**config.mk**
```make
export PLATFORM = sky130hd
export DESIGN_NAME = uart_byte_rx_flat
export DESIGN_NICKNAME = d
export VERILOG_FILES = /design/src/rtl/uart_byte_rx_if.sv /design/src/rtl/uart_byte_rx.sv /design/src/flat_wrapper.sv
export SDC_FILE = /design/constraint.sdc
export NUM_CORES = 1
export LEC_CHECK = 0
export ABC_AREA = 0
export BUFFER_PORTS_ARGS = -buffer_cell sky130_fd_sc_hd__buf_2
export CAP_MARGIN = 20
export CORE_ASPECT_RATIO = 1.75
export CORE_UTILIZATION = 45
export CTS_CLUSTER_SIZE = 16
export DETAILED_ROUTE_END_ITERATION = 6
export HOLD_SLACK_MARGIN = 0.08
export PLACE_DENSITY_LB_ADDON = 0.1
export SYNTH_ARGS = -nofsm -noshare
export SYNTH_HDL_FRONTEND = slang
export SYNTH_SLANG_ARGS = --single-unit
```
**constraint.sdc**
```tcl
create_clock -name sclk -period 3.3 [get_ports sclk]
set_input_delay 0.165 -clock sclk [delete_from_list [all_inputs] [get_ports sclk]]
set_output_delay 0.165 -clock sclk [all_outputs]
set_load 0.02 [all_outputs]
```
**src/rtl/uart_byte_rx_if.sv**
```systemverilog
// uart_byte_rx_if: serial line in, deframed byte and status strobes out.
// The receiver attaches through the slave modport; the line driver uses master.
interface uart_byte_rx_if;
    logic       rx;
    logic       uart_flag;
    logic [7:0] uart_data;
    logic       frame_err;
    logic       rx_busy;

    modport master (
        output rx,
        input  uart_flag,
        input  uart_data,
        input  frame_err,
        input  rx_busy
    );

    modport slave (
        input  rx,
        output uart_flag,
        output uart_data,
        output frame_err,
        output rx_busy
    );
endinterface

```
**src/rtl/uart_byte_rx.sv**
```systemverilog
// uart_byte_rx: oversampling 8N1 receiver, one strobe per good byte.
// Framing errors raise frame_err and never update uart_data.
module uart_byte_rx #(
    parameter int unsigned CLK_DIV = 5208,
    parameter int unsigned HALF    = CLK_DIV / 2
) (
    input  logic         sclk,
    input  logic         reset,
    uart_byte_rx_if.slave bus
);

    typedef enum logic {
        IDLE,
        RX
    } state_t;

    localparam logic [15:0] DIV_LAST = 16'(CLK_DIV - 1);
    localparam logic [15:0] HALF_CNT = 16'(HALF);

    state_t      state;
    logic        s1, s2, s3;
    logic [15:0] cnt;
    logic [15:0] cnt_nxt;
    logic [3:0]  bit_idx;
    logic [3:0]  idx_nxt;
    logic        wrap;
    logic        sample;
    logic        fall;
    logic [7:0]  shift;
    logic [7:0]  data_q;
    logic        flag_q;
    logic        err_q;

    // Chain resets low so a line held low across reset cannot look like a start.
    always_ff @(posedge sclk or posedge reset) begin
        if (reset) begin
            s1 <= 1'b0;
            s2 <= 1'b0;
            s3 <= 1'b0;
        end else begin
            s1 <= bus.rx;
            s2 <= s1;
            s3 <= s2;
        end
    end

    always_comb begin
        fall    = s3 & ~s2;
        wrap    = (cnt == DIV_LAST);
        cnt_nxt = wrap ? 16'd0 : cnt + 16'd1;
        idx_nxt = wrap ? bit_idx + 4'd1 : bit_idx;
        sample  = (cnt_nxt == HALF_CNT);
    end

    // Sampling fires on the edge at which cnt reaches HALF.
    always_ff @(posedge sclk or posedge reset) begin
        if (reset) begin
            state   <= IDLE;
            cnt     <= 16'd0;
            bit_idx <= 4'd0;
            shift   <= 8'h00;
            data_q  <= 8'h00;
            flag_q  <= 1'b0;
            err_q   <= 1'b0;
        end else begin
            flag_q <= 1'b0;
            err_q  <= 1'b0;
            unique case (state)
                IDLE: begin
                    if (fall) begin
                        state   <= RX;
                        cnt     <= 16'd0;
                        bit_idx <= 4'd0;
                    end
                end
                RX: begin
                    cnt     <= cnt_nxt;
                    bit_idx <= idx_nxt;
                    if (sample) begin
                        unique case (1'b1)
                            (bit_idx == 4'd0): begin
                                if (s2) begin
                                    state <= IDLE;
                                end
                            end
                            (bit_idx == 4'd9): begin
                                state <= IDLE;
                                if (s2) begin
                                    data_q <= shift;
                                    flag_q <= 1'b1;
                                end else begin
                                    err_q <= 1'b1;
                                end
                            end
                            default: begin
                                shift[3'(bit_idx - 4'd1)] <= s2;
                            end
                        endcase
                    end
                end
                default: state <= IDLE;
            endcase
        end
    end

    assign bus.uart_flag = flag_q;
    assign bus.uart_data = data_q;
    assign bus.frame_err = err_q;
    assign bus.rx_busy   = (state == RX);

endmodule

```
**src/flat_wrapper.sv**
```systemverilog
// flat-port wrapper written by rule: the top's interface ports become plain ports
module uart_byte_rx_flat 
#(
    parameter int unsigned CLK_DIV = 5208,
    parameter int unsigned HALF    = CLK_DIV / 2
)
  (sclk, reset, bus_rx, bus_uart_flag, bus_uart_data, bus_frame_err, bus_rx_busy);
  uart_byte_rx_if bus_i ();
  input  logic sclk;
  input  logic reset;
  input wire logic [$bits(bus_i.rx)-1:0] bus_rx;
  output wire logic [$bits(bus_i.uart_flag)-1:0] bus_uart_flag;
  output wire logic [$bits(bus_i.uart_data)-1:0] bus_uart_data;
  output wire logic [$bits(bus_i.frame_err)-1:0] bus_frame_err;
  output wire logic [$bits(bus_i.rx_busy)-1:0] bus_rx_busy;
  assign bus_i.rx = bus_rx;
  assign bus_uart_flag = bus_i.uart_flag;
  assign bus_uart_data = bus_i.uart_data;
  assign bus_frame_err = bus_i.frame_err;
  assign bus_rx_busy = bus_i.rx_busy;
  uart_byte_rx #(.CLK_DIV(CLK_DIV), .HALF(HALF)) u_core (.sclk(sclk), .reset(reset), .bus(bus_i));
endmodule
```
==> impl_metrics.json <==
{
  "outcome": "complete, no violations",
  "period_share_pct": 91.6,
  "port-buffer-count": 13,
  "critical_path_class": "flop to flop",
  "cts_made_buffers": 5,
  "whs_ns": 0.354,
  "synthFlopType": "dfrtp_1",
  "grt_pass1_vias": 1937,
  "worst_slack_ns": 0.278,
  "ant_nets": 0,
  "drive_gt1_share_pct": 20.8,
  "slew_headroom_pct": 42.1,
  "wl_per_cell_um": 17.3,
  "vdd_drop_max_uv": 369,
  "netlist_area_um2": 2340,
  "crit_path_start_kind": "flop",
  "slowest_stage": "or4b_2",
  "clockRootBuffer": "clkbuf_8",
  "start_util_pct": 47.0,
  "path_clk_slew_ns": 0.08,
  "syn_nets": 252,
  "synth_seq_cells": 42,
  "synth_warnings": 0,
  "place_inst": 308,
  "hold_depth": 0,
  "max_stage_delay_ns": 0.73,
  "postSynthCellCount": 245,
  "rr_startpoint": "u_core.cnt[0]",
  "drv_slew": 0,
  "end_kind": "flop",
  "grt_antenna_before_repair": 0,
  "overflow": 0,
  "synth_edf_count": 0,
  "critPathArrivalTime_ns": 3.20,
  "crit_chain": "ha_1, nand4_1, or4b_2, o31ai_1, o21ai_2, nor4_4, buf_4, mux2_2",
  "core_area_um2": 4980,
  "grt_pass1_wl_um": 9430,
  "dp_slack_ns": 0.325,
  "power_w": 0.00131,
  "num_vias": 1910,
  "clk_latency_ns": 0.30,
  "routed_wl_um": 5500,
  "dpl.hpwl_um": 4040,
  "ys_types": 46,
  "finalHoldViolations": 0,
  "drt_iter0_markers": 46,
  "cts_sinks": 42,
  "cts-resized-gates": 0,
  "final_cells": 318,
  "required_ns": 3.48,
  "power_density_nw_per_um2": 494,
  "via_per_inst": 6.01,
  "rsz0062_at_grt": "no",
  "grt_max_degree": 43,
  "htreeDepth": 2,
  "min_to": "u_core.s2",
  "track_usage_pct": 22.0,
  "holdCritStartpoint": "u_core.s1",
  "hold_class": "flop to flop",
  "gp_congestion": 0.841,
  "r2r_setup_slack_ns": 0.28,
  "fin_crit_ns": 3.02,
  "drv_cap": 0,
  "fin_skew_ns": 0.0157,
  "tns_ns": 0,
  "p_leak_nw": 1.13,
  "dieArea_um2": 5500,
  "cts_buffer_depth": 2,
  "die-height_um": 97.3,
  "avgSynthCellArea_um2": 9.54,
  "num_antenna_cells": 0,
  "worst_slew_pin_slew_ns": 0.863,
  "reg2reg_depth": 8,
  "timing.rr.end": "u_core.bus.uart_data[6]",
  "crit_fanout": 10,
  "die_w_um": 56.5,
  "ys_seq_area_share_pct": 45.0,
  "first_pass_iters": 4,
  "drc": 0,
  "fmax_mhz": 331,
  "syn2layout_area_growth_pct": 13.3,
  "synthArstFlopShare_pct": 100,
  "io-pin-count": 14,
  "finalSetupViolations": 0,
  "fp-row-count": 34,
  "nNetsFinal": 270,
  "cts_tree": "yes"
}
[critical path: cells and delay by family, from the launching register on]
family,cells,cell delay [ns]
muxes,1,0.34
adders and majority gates,1,0.29
DFF,1,0.44
and+or+nand+nor,3,1.23
buffers and inverters,1,0.21
AOI/OAI and AO/OA,2,0.38
[cell families after synthesis]
family	Yosys count	synth area share, %
AO/OA/AOI/OAI	52	13.8
XOR/XNOR	6	2.25
adder cells (fa/ha/maj)	4	2.14
buffers and inverters	26	4.66
flip-flops	42	45.0
multiplexers	17	8.14
AND/OR/NAND/NOR	98	24.1
[cells in the final DEF, fill, tap and decap left out, types with 5 or more instances in the layout]
cell,synthesis,layout
nor4_1,13,13
clkbuf_8,0,6
nand2_1,23,23
buf_2,2,13
nand3_1,13,13
buf_4,0,11
inv_1,11,10
o21ai_0,27,27
nor2_1,10,10
or3_1,5,5
dfrtp_1,42,42
a21oi_1,7,7
mux2_2,16,16
nand4_1,7,7
[final cells by class]
type,count,area (um^2)
repair buffers,26,168
inverters,11,41.3
flip-flops and latches,42,1050
multi-input cells,177,1180
clock inverters,2,60.1
fillers,462,2330
clock buffers,6,82.6
well taps,54,67.6
[worst max path at each step]
stage / start / slack, ns / endpoint / cells after the start
after floorplan: u_core.cnt[0] / 0.49 / u_core.bus.uart_data[0] / 7
after global placement: u_core.cnt[0] / 0.35 / u_core.bus.uart_data[3] / 8
after detailed placement: u_core.cnt[0] / 0.33 / u_core.bus.uart_data[1] / 8
after CTS: u_core.cnt[0] / 0.29 / u_core.bus.uart_data[6] / 8
after global routing: u_core.cnt[0] / 0.07 / u_core.bus.uart_data[6] / 8
final: u_core.cnt[0] / 0.28 / u_core.bus.uart_data[6] / 8
[Yosys cell counts (2+ instances only)]
cell,instances,area (um^2)
o21ai_0,27,135
nor2_1,10,37.5
xor2_1,3,26.3
nand4_1,7,43.8
and2_1,4,25.0
a21oi_1,7,35.0
dfrtp_1,42,1050
and3_1,2,12.5
a31oi_1,2,12.5
nand2b_1,2,12.5
o21ai_1,2,10.0
clkbuf_1,11,41.3
or3_1,5,31.3
xnor2_1,3,26.3
nor3_1,3,15.0
nand3_1,13,65.1
buf_2,2,10.0
nor4_1,13,81.3
nor2b_1,3,18.8
nand3b_1,2,15.0
mux2_2,16,180
nand2_1,23,86.3
inv_1,11,41.3
o41ai_1,2,17.5
o31ai_1,4,30.0
ha_1,4,50.1
or4_1,3,22.5
[sequential cells by signal, summed over array words and instances, names as in the netlist, 4 cells and up]
| signal | cells |
|---|---|
| u_core.cnt | 16 |
| u_core.bit_idx | 4 |
| u_core.shift | 8 |
| u_core.bus.uart_data | 8 |
[metrics by stage]
step / instance area, um^2 / util (%)
2_1_floorplan: 2340 / -
3_3_place_gp: 2480 / 49.9
3_5_place_dp: 2480 / 49.9
4_1_cts: 2650 / 53.2
5_1_grt: 2650 / 53.2
6_report: 2650 / 53.2
[what timing repair did]
action                                  CTS  global route
hold buffers                              2             0
hold endpoints to repair                 43             0
setup buffers                             0             0
endpoints found under the setup margin    0             0
[report_power, final]
group	total [W]	internal (W)	switching, W
logic	0.000167	0.0000726	0.0000948
registers	0.000638	0.000556	0.0000824
clock network	0.000503	0.000323	0.000180
total	0.00131	0.000951	0.000357
[per-layer routing]
metal  GRT usage (%)  vias up  share of wire, %
met5               0        -                 0
li1                -      929                 -
met2            37.4       37                53
met3            4.26       21               2.5
met4            14.4        0               5.8
met1            24.1      923                39
Power figures use the tool's default switching activity.
